File: config.mk
export PLATFORM = sky130hd
export DESIGN_NAME = anneal_sequencer
export DESIGN_NICKNAME = d
export VERILOG_FILES = /design/src/rtl/replica_pkg.sv /design/src/rtl/anneal_sequencer_phase_timer.sv /design/src/rtl/anneal_sequencer.sv
export SDC_FILE = /design/constraint.sdc
export NUM_CORES = 1
export LEC_CHECK = 0
export BUFFER_PORTS_ARGS = -buffer_cell sky130_fd_sc_hd__buf_4
export CAP_MARGIN = 5
export CORE_UTILIZATION = 53
export CTS_BUF_LIST = sky130_fd_sc_hd__clkbuf_8 sky130_fd_sc_hd__clkbuf_16
export DETAILED_ROUTE_END_ITERATION = 6
export GPL_TIMING_DRIVEN = 0
export PLACE_DENSITY = 0.89
export SYNTH_ARGS = -nofsm -noshare
export SYNTH_HDL_FRONTEND = slang
export SYNTH_SLANG_ARGS = --single-unit
File: constraint.sdc
create_clock -name clk -period 3.7 [get_ports clk]
set_input_delay 0 -clock clk [delete_from_list [all_inputs] [get_ports clk]]
set_output_delay 0 -clock clk [all_outputs]
set_load 0.01 [all_outputs]
File: src/rtl/replica_pkg.sv
// Shared types and default phase latencies for the replica-exchange annealing datapath.
package replica_pkg;

    typedef enum logic [1:0] {
        OPT_NONE    = 2'd0,
        OPT_TWO_OPT = 2'd1,
        OPT_OR_OPT  = 2'd2,
        OPT_SWAP    = 2'd3
    } opt_command_t;

    typedef enum logic [2:0] {
        IDLE = 3'd0,
        RAND = 3'd1,
        DIST = 3'd2,
        MTR  = 3'd3,
        REPL = 3'd4,
        EXCH = 3'd5,
        DONE = 3'd6
    } anneal_state_t;

    localparam int DEF_RND_LAT  = 4;
    localparam int DEF_DIST_LAT = 8;
    localparam int DEF_MTR_LAT  = 6;
    localparam int DEF_REPL_LAT = 6;
    localparam int DEF_EX_LAT   = 32;
    localparam int TIMER_W      = 16;

    // A phase of lat cycles loads lat-1 and leaves when the timer hits zero.
    function automatic logic [TIMER_W-1:0] lat_load(input int lat);
        return TIMER_W'(lat - 1);
    endfunction

endpackage

File: src/rtl/anneal_sequencer_phase_timer.sv
// Loadable down-counter with zero flag; one instance times every sequencer phase.
module phase_timer #(
    parameter int W = 16
) (
    input  logic         clk,
    input  logic         reset,
    input  logic         load,
    input  logic [W-1:0] load_val,
    output logic [W-1:0] cnt,
    output logic         zero
);

    logic [W-1:0] cnt_q, cnt_d;

    always_comb begin
        cnt_d = cnt_q;
        if (load) begin
            cnt_d = load_val;
        end else if (cnt_q != '0) begin
            cnt_d = cnt_q - W'(1);
        end
    end

    always_ff @(posedge clk) begin
        if (!reset) begin
            cnt_q <= '0;
        end else begin
            cnt_q <= cnt_d;
        end
    end

    assign cnt  = cnt_q;
    assign zero = (cnt_q == '0);

endmodule

File: src/rtl/anneal_sequencer.sv
// Annealing phase sequencer: RAND -> DIST -> MTR [-> REPL -> EXCH] per iteration.
// ANNEAL_BANK_TOGGLE_EN: exchange_bank flips on every EXCH exit; otherwise tied to 0.
//   state | meaning
//   IDLE  | waiting for start
//   RAND  | random draw phase
//   DIST  | delta-distance phase
//   MTR   | metropolis test phase
//   REPL  | replica exchange test
//   EXCH  | ordering / total-distance exchange
//   DONE  | one-cycle completion pulse
module anneal_sequencer
    import replica_pkg::*;
#(
    parameter int RND_LAT  = DEF_RND_LAT,
    parameter int DIST_LAT = DEF_DIST_LAT,
    parameter int MTR_LAT  = DEF_MTR_LAT,
    parameter int REPL_LAT = DEF_REPL_LAT,
    parameter int EX_LAT   = DEF_EX_LAT
) (
    input  logic         clk,
    input  logic         reset,
    input  logic         start,
    input  logic [31:0]  iter_num,
    input  logic [7:0]   repl_interval,
    input  opt_command_t opt_sel,
    input  logic         abort,
    output logic         busy,
    output logic         done,
    output opt_command_t opt_command,
    output logic         random_run,
    output logic         distance_run,
    output logic         metropolis_run,
    output logic         replica_run,
    output logic         exchange_run,
    output logic         exchange_bank,
    output logic [31:0]  iter_cnt
);

    anneal_state_t state_q, state_d;
    logic [31:0]   iter_num_q, iter_num_d;
    logic [31:0]   iter_cnt_q, iter_cnt_d;
    logic [7:0]    repl_int_q, repl_int_d;
    logic [7:0]    repl_cnt_q, repl_cnt_d;
    opt_command_t  opt_q, opt_d;
    logic          tmr_load;
    logic [TIMER_W-1:0] tmr_val, tmr_cnt;
    logic          tmr_zero;
`ifdef ANNEAL_BANK_TOGGLE_EN
    logic          bank_q, bank_d;
`endif

    phase_timer #(.W(TIMER_W)) u_timer (
        .clk      (clk),
        .reset    (reset),
        .load     (tmr_load),
        .load_val (tmr_val),
        .cnt      (tmr_cnt),
        .zero     (tmr_zero)
    );

    always_comb begin
        state_d    = state_q;
        iter_num_d = iter_num_q;
        iter_cnt_d = iter_cnt_q;
        repl_int_d = repl_int_q;
        repl_cnt_d = repl_cnt_q;
        opt_d      = opt_q;
        tmr_load   = 1'b0;
        tmr_val    = '0;
`ifdef ANNEAL_BANK_TOGGLE_EN
        bank_d     = bank_q;
`endif
        if (state_q == IDLE) begin
            if (start) begin
                iter_num_d = iter_num;
                repl_int_d = repl_interval;
                opt_d      = opt_sel;
                iter_cnt_d = '0;
                repl_cnt_d = '0;
`ifdef ANNEAL_BANK_TOGGLE_EN
                bank_d     = 1'b0;
`endif
                if (iter_num == '0) begin
                    state_d = DONE;
                end else begin
                    state_d  = RAND;
                    tmr_load = 1'b1;
                    tmr_val  = lat_load(RND_LAT);
                end
            end
        end else if (abort) begin
            state_d = IDLE;
        end else begin
            case (state_q)
                RAND: if (tmr_zero) begin
                    state_d  = DIST;
                    tmr_load = 1'b1;
                    tmr_val  = lat_load(DIST_LAT);
                end
                DIST: if (tmr_zero) begin
                    state_d  = MTR;
                    tmr_load = 1'b1;
                    tmr_val  = lat_load(MTR_LAT);
                end
                MTR: if (tmr_zero) begin
                    if (repl_int_q != '0 && (repl_cnt_q + 8'd1) == repl_int_q) begin
                        repl_cnt_d = '0;
                        state_d    = REPL;
                        tmr_load   = 1'b1;
                        tmr_val    = lat_load(REPL_LAT);
                    end else begin
                        repl_cnt_d = repl_cnt_q + 8'd1;
                        iter_cnt_d = iter_cnt_q + 32'd1;
                    end
                end
                REPL: if (tmr_zero) begin
                    state_d  = EXCH;
                    tmr_load = 1'b1;
                    tmr_val  = lat_load(EX_LAT);
                end
                EXCH: if (tmr_zero) begin
                    iter_cnt_d = iter_cnt_q + 32'd1;
`ifdef ANNEAL_BANK_TOGGLE_EN
                    bank_d     = ~bank_q;
`endif
                end
                default: state_d = IDLE;
            endcase
            // Iteration boundary: either MTR without exchange or EXCH just finished.
            if (iter_cnt_d != iter_cnt_q) begin
                if (iter_cnt_d == iter_num_q) begin
                    state_d = DONE;
                end else begin
                    state_d  = RAND;
                    tmr_load = 1'b1;
                    tmr_val  = lat_load(RND_LAT);
                end
            end
        end
    end

    always_ff @(posedge clk) begin
        if (!reset) begin
            state_q    <= IDLE;
            iter_num_q <= '0;
            iter_cnt_q <= '0;
            repl_int_q <= '0;
            repl_cnt_q <= '0;
            opt_q      <= OPT_NONE;
`ifdef ANNEAL_BANK_TOGGLE_EN
            bank_q     <= 1'b0;
`endif
        end else begin
            state_q    <= state_d;
            iter_num_q <= iter_num_d;
            iter_cnt_q <= iter_cnt_d;
            repl_int_q <= repl_int_d;
            repl_cnt_q <= repl_cnt_d;
            opt_q      <= opt_d;
`ifdef ANNEAL_BANK_TOGGLE_EN
            bank_q     <= bank_d;
`endif
        end
    end

    assign busy           = (state_q != IDLE) && (state_q != DONE);
    assign done           = (state_q == DONE);
    assign opt_command    = opt_q;
    assign iter_cnt       = iter_cnt_q;
    assign random_run     = (state_q == RAND) && (tmr_cnt == lat_load(RND_LAT));
    assign distance_run   = (state_q == DIST) && (tmr_cnt == lat_load(DIST_LAT));
    assign metropolis_run = (state_q == MTR)  && (tmr_cnt == lat_load(MTR_LAT));
    assign replica_run    = (state_q == REPL) && (tmr_cnt == lat_load(REPL_LAT));
    assign exchange_run   = (state_q == EXCH) && (tmr_cnt == lat_load(EX_LAT));
`ifdef ANNEAL_BANK_TOGGLE_EN
    assign exchange_bank  = bank_q;
`else
    assign exchange_bank  = 1'b0;
`endif

endmodule
==> impl_metrics.csv <==
group,metric,value,unit
critical_path,rr_worst_depth,13,
logic_synthesis,syn_area,0.00686,mm²
logic_synthesis,synth-edff-count,0,
critical_path,worstReg2RegEnd,"state_q[2]",
timing,fmax,0.254,GHz
global_route,overflow,0,
cts,clock_latency,0.36,ns
route,avgViaCountPerCell,6.62,
critical_path,cp-startpoint,"u_timer.cnt[13]",
cts,htreeDepth,3,
timing,layout_setup_ws,-0.234,ns
timing,rsz0062_at_grt,"yes",
cts,cts.sinks,101,
critical_path,crit_arrival,4.23,ns
critical_path,r2r_slack,-0.23,ns
place,place_inst,1206,
floorplanning,die_w,116,µm
timing,finalCritPeriodShare,106,%
route,vias,8491,
critical_path,cp.required,4.00,ns
global_route,antenna_found_initial,0,
final_layout,drive_above_1_share,17.6,%
place,post-place-ws,-1.12,ns
cts,cts_buffers,9,
logic_synthesis,synth_nets,1001,
final_layout,nNetsFinal,1159,
global_route,grt_max_degree,17,
logic_synthesis,yosysSeqAreaShare,29.5,%
critical_path,worst-setup-path-type,"reg2reg",
critical_path,cpPeakStageDelay,0.62,ns
final_layout,antennaDiodeCount,0,
logic_synthesis,synth-main-ff-cell,"dfxtp_1",
logic_synthesis,async_flop_share,0,%
floorplanning,die_area,0.0134,mm²
cts,clkTransAtPathRegs,0.07,ns
logic_synthesis,synth_cell_types,75,
timing,tightest_slew,0.875,ns
outcome,violations,"setup timing",
pwr,leakage,3.26,nW
logic_synthesis,ys_ff_latch,101,
floorplanning,initial_utilization,54.4,%
min_path,hp-class,"in2reg",
critical_path,crit_path_end_kind,"flop",
route,ant_nets,0,
route,wl,27300,µm
pwr,finalPower,5.56,mW
floorplanning,io_pins,88,
timing,slew_headroom,41.7,%
route,drt_iter0_markers,1297,
final_layout,nFillCells,1036,
place,hpwl,18500,µm
cts,cts_max_path_buffers,2,
timing,layout_min_cycle_time,3.93,ns
final_layout,areaGrowthSynthToFinish,30.4,%
critical_path,cp_max_fo,5,
pwr,powerDensity,621,mW/mm²
logic_synthesis,yosys_warnings,0,
critical_path,startpoint_type,"flop",
critical_path,crit_family,"simple AND/OR/NAND/NOR gates",
timing,holdWs,0.138,ns
logic_synthesis,synth_top_area_share,29.5,%
global_route,grt_first_pass_wirelength,41600,µm
critical_path,cp.depth,13,
route,drc,0,
timing,setup-violations-final,19,
place,port_buffers,85,
floorplanning,rows,41,
global_route,grt_pass1_vias,7678,
timing,setup_tns,-3.62,ns
route,detail_route.wl_per_cell,21.3,µm
critical_path,r2r_start,"u_timer.cnt[13]",
critical_path,crit_buf_inv,2,
logic_synthesis,synth_largest_area_cell,"dfxtp_1",
outcome,status,"finished with violations",
timing,fin_skew,0.00976,ns
route,first_pass_iters,6,
critical_path,cp-endpoint,"state_q[2]",
logic_synthesis,ys_top_cells_by_area,"dfxtp_1, a21oi_1, nand2_1",
cts,cts_tree,"built",
pwr,peakVddDrop,369,µV
global_route,grtUsageTotal,41.1,%
run,cap_violations,0,
timing,final_hold_viol_count,0,
cts,cts-root-buf,"clkbuf_16",
critical_path,slowest_stage,"or4_4",
critical_path,crit_top_cell,"or4_4",
final_layout,instances_no_fill,1283,
place,gp_congestion,1.05,
timing,slew_viol_final,0,
floorplanning,die_y,116,µm
logic_synthesis,syn-mean-instance-area,7.23,µm²
logic_synthesis,syn_inst,949,
critical_path,crit_chain,"or4_4 -> or4_4 -> or2_4 -> buf_4 -> o221ai_1 -> mux2i_1 -> nand4_1 -> nor4_4 -> nand3_4 -> buf_6 -> nand2_4 -> o211ai_1 -> a21oi_1",
floorplanning,coreArea,0.0126,mm²
## sequential cells by signal, indices dropped and copies added (netlist names)
signal and cells:
iter_cnt 32, iter_num_q 32, opt_command 2, repl_cnt_q 8, repl_int_q 8, state_q 3, u_timer.cnt 16
## synthesized netlist by cell type (7+ instances only)
cell      count
nor2_1       74
inv_1        10
or3_1        19
or4_1        10
nor3_1       28
nand3b_1      7
xnor2_1      38
nand4_1      27
a21oi_1     107
nand3_1      30
nand4b_1      9
nand2_1     139
o31ai_1       9
a31oi_1      18
nor2_2        9
clkbuf_1     59
and2_1        7
xor2_1       25
and4_1       14
nor4_1       32
dfxtp_1     101
and3_1       12
o21ai_0      41
## cells in the final DEF, fill, tap and decap left out, types with 10 or more instances in the layout
cell type	instances
a21oi_1	103
a31oi_1	17
and3_1	10
and4_1	14
buf_4	111
clkbuf_1	47
dfxtp_1	97
dlygate4sd3_1	43
inv_1	11
nand2_1	138
nand3_1	28
nand4_1	27
nor2_1	70
nor3_1	26
nor4_1	27
o21ai_0	40
or3_1	19
xnor2_1	37
xor2_1	24
## stage by stage
stage / area (µm²) / utilization (%)
CTS: 8830 / 69.9
finish: 8950 / 70.9
floorplan: 6870 / -
detailed placement: 7730 / 61.2
global placement: 7730 / 61.2
global route: 8950 / 70.9
## report_power, final
group	leakage [nW]	internal (mW)	switching (mW)
sequential	0.824	1.28	0.215
combinational	2.28	1.13	1.91
clock	0.157	0.590	0.436
total	3.26	3.00	2.56
## layer usage
| layer | wire length (µm) | GRT usage [%] | up-vias | share of wire (%) |
|---|---|---|---|---|
| met5 | 0 | 0 | - | 0 |
| met4 | 1390 | 22.6 | 0 | 5.1 |
| met3 | 3660 | 11.8 | 136 | 13 |
| met2 | 12100 | 63.1 | 691 | 44 |
| met1 | 10200 | 51.8 | 3852 | 37 |
| li1 | - | - | 3812 | - |
## logic make-up after synthesis
logic type	share of synthesized area [%]
AND/OR/NAND/NOR	34.8
AO/OA/AOI/OAI	21.3
flip-flops	29.5
buffers and inverters	4.62
XOR/XNOR	8.04
adder cells (fa/ha/maj)	1.24
multiplexers	0.438
other	0.0547
## cell type report
class | count | area [µm²] | area share, %
buffer | 57 | 239 | 2.67
clock buffer | 9 | 225 | 2.52
clock inverter | 6 | 86.3 | 0.965
inverter | 11 | 41.3 | 0.462
multi-input combinational | 771 | 4810 | 53.8
sequential | 101 | 2030 | 22.7
tap | 172 | 215 | 2.41
timing repair buffer | 156 | 1300 | 14.5
## worst reg2reg max path, stage by stage, from the launching register on
cell and delay, ns:
dfxtp_2 0.32, or4_4 0.59, or4_4 0.62, or2_4 0.29, buf_4 0.17, o221ai_1 0.33, mux2i_1 0.31, nand4_1 0.19
nor4_4 0.36, nand3_4 0.17, buf_6 0.16, nand2_4 0.08, o211ai_1 0.10, a21oi_1 0.20
## worst min-delay path by stage
stage / to / cells after the start / start
after CTS: u_timer.cnt[1] / 3 / reset
after detailed placement: repl_int_q[2] / 3 / repl_interval[2]
after global routing: iter_cnt[12] / 2 / reset
after global placement: repl_int_q[4] / 3 / repl_interval[4]
final: iter_cnt[12] / 2 / reset
after floorplan: iter_num_q[0] / 2 / iter_num[0]
## timing repair
action | in CTS | in global routing
hold buffers | 43 | 0
resized for setup | 47 | 21
cloned | 2 | 0
pin swaps | 30 | 7
endpoints found under the setup margin | 33 | 20
hold endpoints to repair | 43 | 0
setup buffers | 22 | 5
Note: power is estimated with default switching activity, not from simulation.
